<file path="config.mk">
export PLATFORM = sky130hd
export DESIGN_NAME = layer3_fc
export DESIGN_NICKNAME = d
export VERILOG_FILES = /design/src/rtl/layer3_fc_pkg.sv /design/src/rtl/fc_sat_relu.sv /design/src/rtl/layer3_fc.sv
export SDC_FILE = /design/constraint.sdc
export NUM_CORES = 2
export LEC_CHECK = 0
export CAP_MARGIN = 10
export CORE_UTILIZATION = 58
export DETAILED_ROUTE_END_ITERATION = 6
export PLACE_DENSITY_LB_ADDON = 0.08
export SYNTH_ARGS = -nofsm -noshare
export SYNTH_HDL_FRONTEND = slang
export SYNTH_SLANG_ARGS = --single-unit
</file>
<file path="constraint.sdc">
create_clock -name clk -period 7.8 [get_ports clk]
set_clock_uncertainty 0.15 [all_clocks]
set_input_delay 1.95 -clock clk [delete_from_list [all_inputs] [get_ports clk]]
set_output_delay 1.95 -clock clk [all_outputs]
set_load 0.1 [all_outputs]
</file>
<file path="src/rtl/layer3_fc_pkg.sv">
// Shared widths, saturation limits and FSM encoding for the fully-connected layer.
package layer3_fc_pkg;
  localparam int DATA_W = 18;
  localparam int ACC_W  = 42;
  localparam int PROD_W = 2 * DATA_W;
  localparam int ADDR_W = 8;

  localparam logic signed [DATA_W-1:0] SAT_MAX = {1'b0, {(DATA_W-1){1'b1}}};
  localparam logic signed [DATA_W-1:0] SAT_MIN = {1'b1, {(DATA_W-1){1'b0}}};

  typedef enum logic [1:0] {
    FILL  = 2'd0,
    MAC   = 2'd1,
    DRAIN = 2'd2,
    OUT   = 2'd3
  } state_t;
endpackage

</file>
<file path="src/rtl/fc_sat_relu.sv">
// Combinational fixed-point rescale: arithmetic shift, saturate to DATA_W, optional ReLU.
module fc_sat_relu
  import layer3_fc_pkg::*;
#(
  parameter int FRAC = 8,
  parameter int RELU = 1
) (
  input  logic signed [ACC_W-1:0]  acc,
  output logic signed [DATA_W-1:0] result
);
  logic signed [ACC_W-1:0]  shifted;
  logic signed [DATA_W-1:0] sat;

  always_comb begin
    shifted = acc >>> FRAC;
    if (shifted > ACC_W'(SAT_MAX))
      sat = SAT_MAX;
    else if (shifted < ACC_W'(SAT_MIN))
      sat = SAT_MIN;
    else
      sat = shifted[DATA_W-1:0];
    if (RELU != 0 && sat[DATA_W-1])
      result = '0;
    else
      result = sat;
  end
endmodule

</file>
<file path="src/rtl/layer3_fc.sv">
// Fully-connected layer: buffers one pooled frame, then runs one bias+MAC pass per neuron
// against an external 1-cycle-latency weight/bias ROM.
module layer3_fc
  import layer3_fc_pkg::*;
#(
  parameter int NUM_IN  = 16,
  parameter int NUM_OUT = 10,
  parameter int FRAC    = 8,
  parameter int RELU    = 1
) (
  input  logic                     clk,
  input  logic                     reset,
  input  logic                     enable,
  input  logic signed [DATA_W-1:0] datain,
  input  logic                     pool_out,
  input  logic                     pool_finish,
  output logic [ADDR_W-1:0]        weight_addr,
  input  logic signed [DATA_W-1:0] weight_data,
  output logic signed [DATA_W-1:0] dataout,
  output logic                     fc_out,
  output logic                     fc_finish,
  output logic                     busy,
  output logic                     err
);
  localparam int CNT_W = (NUM_IN > 1) ? $clog2(NUM_IN) : 1;
  localparam int K_W   = $clog2(NUM_IN + 1);
  localparam int J_W   = (NUM_OUT > 1) ? $clog2(NUM_OUT) : 1;

  state_t                     state;
  logic [CNT_W-1:0]           cnt;
  logic [K_W-1:0]             k;
  logic [J_W-1:0]             j;
  logic signed [ACC_W-1:0]    acc;
  logic signed [DATA_W-1:0]   buffer [NUM_IN];
  logic signed [PROD_W-1:0]   prod;
  logic signed [DATA_W-1:0]   result;
  logic                       accept;

  // The buffer rotates once per product, so buffer[0] always pairs with the returning
  // weight; NUM_IN rotations per neuron restore the original order.
  assign prod   = PROD_W'(buffer[0]) * PROD_W'(weight_data);
  assign accept = pool_out && (state == FILL) && !busy;

  fc_sat_relu #(.FRAC(FRAC), .RELU(RELU)) u_sat (.acc(acc), .result(result));

  always_ff @(posedge clk) begin
    if (reset) begin
      state       <= FILL;
      cnt         <= '0;
      k           <= '0;
      j           <= '0;
      acc         <= '0;
      weight_addr <= '0;
      dataout     <= '0;
      fc_out      <= 1'b0;
      fc_finish   <= 1'b0;
      busy        <= 1'b0;
      err         <= 1'b0;
    end else if (enable) begin
      fc_out    <= 1'b0;
      fc_finish <= 1'b0;
      if (pool_out && !accept)
        err <= 1'b1;
      if (accept && pool_finish && int'(cnt) != NUM_IN - 1)
        err <= 1'b1;
      case (state)
        FILL: begin
          busy <= 1'b0;
          if (accept) begin
            buffer[cnt] <= datain;
            if (int'(cnt) == NUM_IN - 1) begin
              cnt         <= '0;
              j           <= '0;
              k           <= '0;
              busy        <= 1'b1;
              weight_addr <= ADDR_W'(NUM_OUT * NUM_IN);
              state       <= MAC;
            end else begin
              cnt <= cnt + 1'b1;
            end
          end
        end
        MAC: begin
          if (int'(k) == 1) begin
            acc <= ACC_W'(weight_data) <<< FRAC;
          end else if (int'(k) > 1) begin
            acc <= acc + ACC_W'(prod);
            for (int unsigned i = 0; i < NUM_IN - 1; i++)
              buffer[i] <= buffer[i+1];
            buffer[NUM_IN-1] <= buffer[0];
          end
          if (int'(k) == NUM_IN)
            state <= DRAIN;
          else
            weight_addr <= ADDR_W'(int'(j) * NUM_IN + int'(k));
          k <= k + 1'b1;
        end
        DRAIN: begin
          acc <= acc + ACC_W'(prod);
          for (int unsigned i = 0; i < NUM_IN - 1; i++)
            buffer[i] <= buffer[i+1];
          buffer[NUM_IN-1] <= buffer[0];
          state <= OUT;
        end
        OUT: begin
          dataout <= result;
          fc_out  <= 1'b1;
          k       <= '0;
          if (int'(j) == NUM_OUT - 1) begin
            fc_finish <= 1'b1;
            state     <= FILL;
          end else begin
            j           <= j + 1'b1;
            weight_addr <= ADDR_W'(NUM_OUT * NUM_IN + int'(j) + 1);
            state       <= MAC;
          end
        end
        default: state <= FILL;
      endcase
    end
  end
endmodule

</file>
==> out/qor.csv <==
metric;value;unit
status;completed;
starting density of the core;58.9;%
Final ANT Viol Nets;0;
Seq/Total Area, Yosys;35.1;%
top cells by count, synth;inv_1 (464), fa_1 (392), a21o_1 (322);
routed via count;20100;
Core Region;50200;µm²
RSZ-0062 raised after global routing;yes;
final setup vio count;0;
Iter 0 DRT Violations;1175;
Tcrit/Tclk final;99.4;%
min-delay worst type;reg -> reg;
Port Buffers;69;
CTS tree;yes;
Antenna diodes;0;
ys flop type;edfxtp_1;
fin worst setup slack;46.7;ps
vias in the first global route;21500;
DP Worst Slack;-1030;ps
most frequent cell after synthesis;inv_1;
Fin. Hold Viols;0;
register area;10400;µm²
initial antenna violation count;1;
total CTS buffers;42;
Synth top area share;29.3;%
utilization after layout;69.3;%
H-tree Lvls;2;
Fmax;129;MHz
Critical Path AT;8080;ps
first-pass GRT wire length;113000;µm
height of the die;228;µm
CTS clk-pin slew, worst paths;60;ps
Mapped Cells;2714;
Detail Placement HPWL;51400;µm
Worst EP required;8130;ps
largest net degree at the start of global routing;117;
Cell Rows;82;
Post-Syn Area;29500;µm²
Root Buffer;clkbuf_16;
Worst Setup End Kind;flip-flop;
Worst-Margin Slew;1180;ps
drt first pass iters;5;
Slew HR;21.3;%
top cells by area, synth;edfxtp_1 (29%), fa_1 (27%), a21o_1 (8.2%);
RD Place Congestion;0.873;
Max Fanout on Critical Path;6;
Mapped Nets;3288;
max-slew violations;0;
share of layout cells above drive strength 1;16.2;%
clock sink total;374;
WS Path Type;in -> reg;
Die W;228;µm
distinct cell type count after synthesis;63;
area of the multi-input gates;17700;µm²
WL/cell;19.4;µm
via/cell ratio;5.55;
Syn Area/Cell;10.9;µm²
#FFs+latches synth;374;
crit start category;input port;
Worst Hold Slack;311;ps
Nets;3482;
insertion delay to the later sink of the worst-skew pair;580;ps
DRT Wirelength;70000;µm
gr ovfl total;0;
fill cell count;3705;
number of flops mapped to enable cells by yosys;288;
fin cells;3614;
share of synthesized registers carrying an async set or reset;0;%
cell taking the most area after synthesis;edfxtp_1;
IO Count;71;
Yosys warning total;0;
# DRC;0;
Die ar.;51800;µm²
CTS Buffer Depth;3;
crit path time final;7750;ps
Inst Count DP;3489;
maxcap violations;0;
Global Route Usage Sum;28.2;%
Area growth, synth to finish;17.8;%
-- metal layers --
metal | track usage, % | part of all wire [%] | up-vias
met5 | 0 | 0.019 | -
met4 | 10.3 | 3.6 | 2
met3 | 4.11 | 4.6 | 141
met2 | 46.9 | 49 | 443
met1 | 37.9 | 42 | 10300
li1 | - | - | 9135
-- kinds of logic after synthesis --
| family | share of synthesized area (%) |
|---|---|
| buffers and inverters | 8.10 |
| AND/OR/NAND/NOR | 9.96 |
| adder cells (fa/ha/maj) | 32.5 |
| AO/OA/AOI/OAI | 12.6 |
| flip-flops | 35.1 |
| XOR/XNOR | 1.33 |
| multiplexers | 0.309 |
| other | 0.0127 |
-- placed cells by master (no fill, tap or decap), types with 19 or more instances in the layout --
master / instances
xnor2_1: 28
clkdlybuf4s50_1: 50
a21oi_1: 80
dfxtp_1: 86
clkbuf_16: 43
fa_2: 28
buf_4: 196
a211oi_1: 24
nand2_1: 187
buf_12: 20
nor3_1: 26
o21ai_0: 28
and2_1: 158
ha_1: 102
nor2b_1: 22
edfxtp_1: 288
a21o_1: 322
ha_4: 34
fa_1: 364
inv_1: 451
buf_6: 19
nor2_1: 112
-- sequential cells by signal, indices dropped and copies added, names as in the netlist --
name,flops
fc_finish,1
cnt,4
state,2
busy,1
weight_addr,8
k,5
buffer,288
err,1
acc,42
fc_out,1
j,4
dataout,17
-- metrics by stage --
| stage | cell area (µm²) | setup TNS, ps |
|---|---|---|
| finish | 34800 | 0 |
| CTS | 34200 | -30.0 |
| detailed placement | 32300 | -22530 |
| global placement | 32300 | -21030 |
| global route | 34800 | -633 |
| floorplan | 29800 | -1080 |
-- worst max-delay path: stages --
cell and delay [ps]:
buf_6 110, buf_12 130, and2_1 180, fa_1 500, fa_1 520, inv_1 50
fa_1 470, inv_1 60, fa_1 480, fa_1 550, fa_1 520, ha_1 320
ha_1 220, or3_4 410, o2111ai_4 230, o21ai_4 100, a31oi_4 220, a31oi_4 120
o31a_1 320, or4_1 400, a31oi_1 210
-- timing repair --
| action | in CTS | in global routing |
|---|---|---|
| setup endpoints to repair | 23 | 21 |
| hold buffers | 0 | 0 |
| gates cloned | 5 | 1 |
| setup buffers | 26 | 14 |
| pin swaps | 67 | 104 |
| resized for setup | 144 | 96 |
-- layout make-up --
cell class | instances | area share [%]
clock inverter | 28 | 0.784
clock buffer | 50 | 3.14
multi-input combinational | 1720 | 50.7
sequential | 374 | 29.8
timing repair buffer | 305 | 8.07
tap | 672 | 2.42
inverter | 465 | 5.05
-- path summary, 6_finish.rpt --
path | from | end | slack [ps] | cells after the start
worst max-delay path | weight_data[0] | acc[38] | 50 | 21
worst min-delay path | acc[3] | acc[3] | 310 | 2
worst min register to register | acc[3] | acc[3] | 310 | 2
worst max register to register | buffer[0][15] | acc[38] | 700 | 18
Power is left out: the tool's default activity adds up to more than one toggle a clock period on the data nets, which glitch-free logic cannot reach.
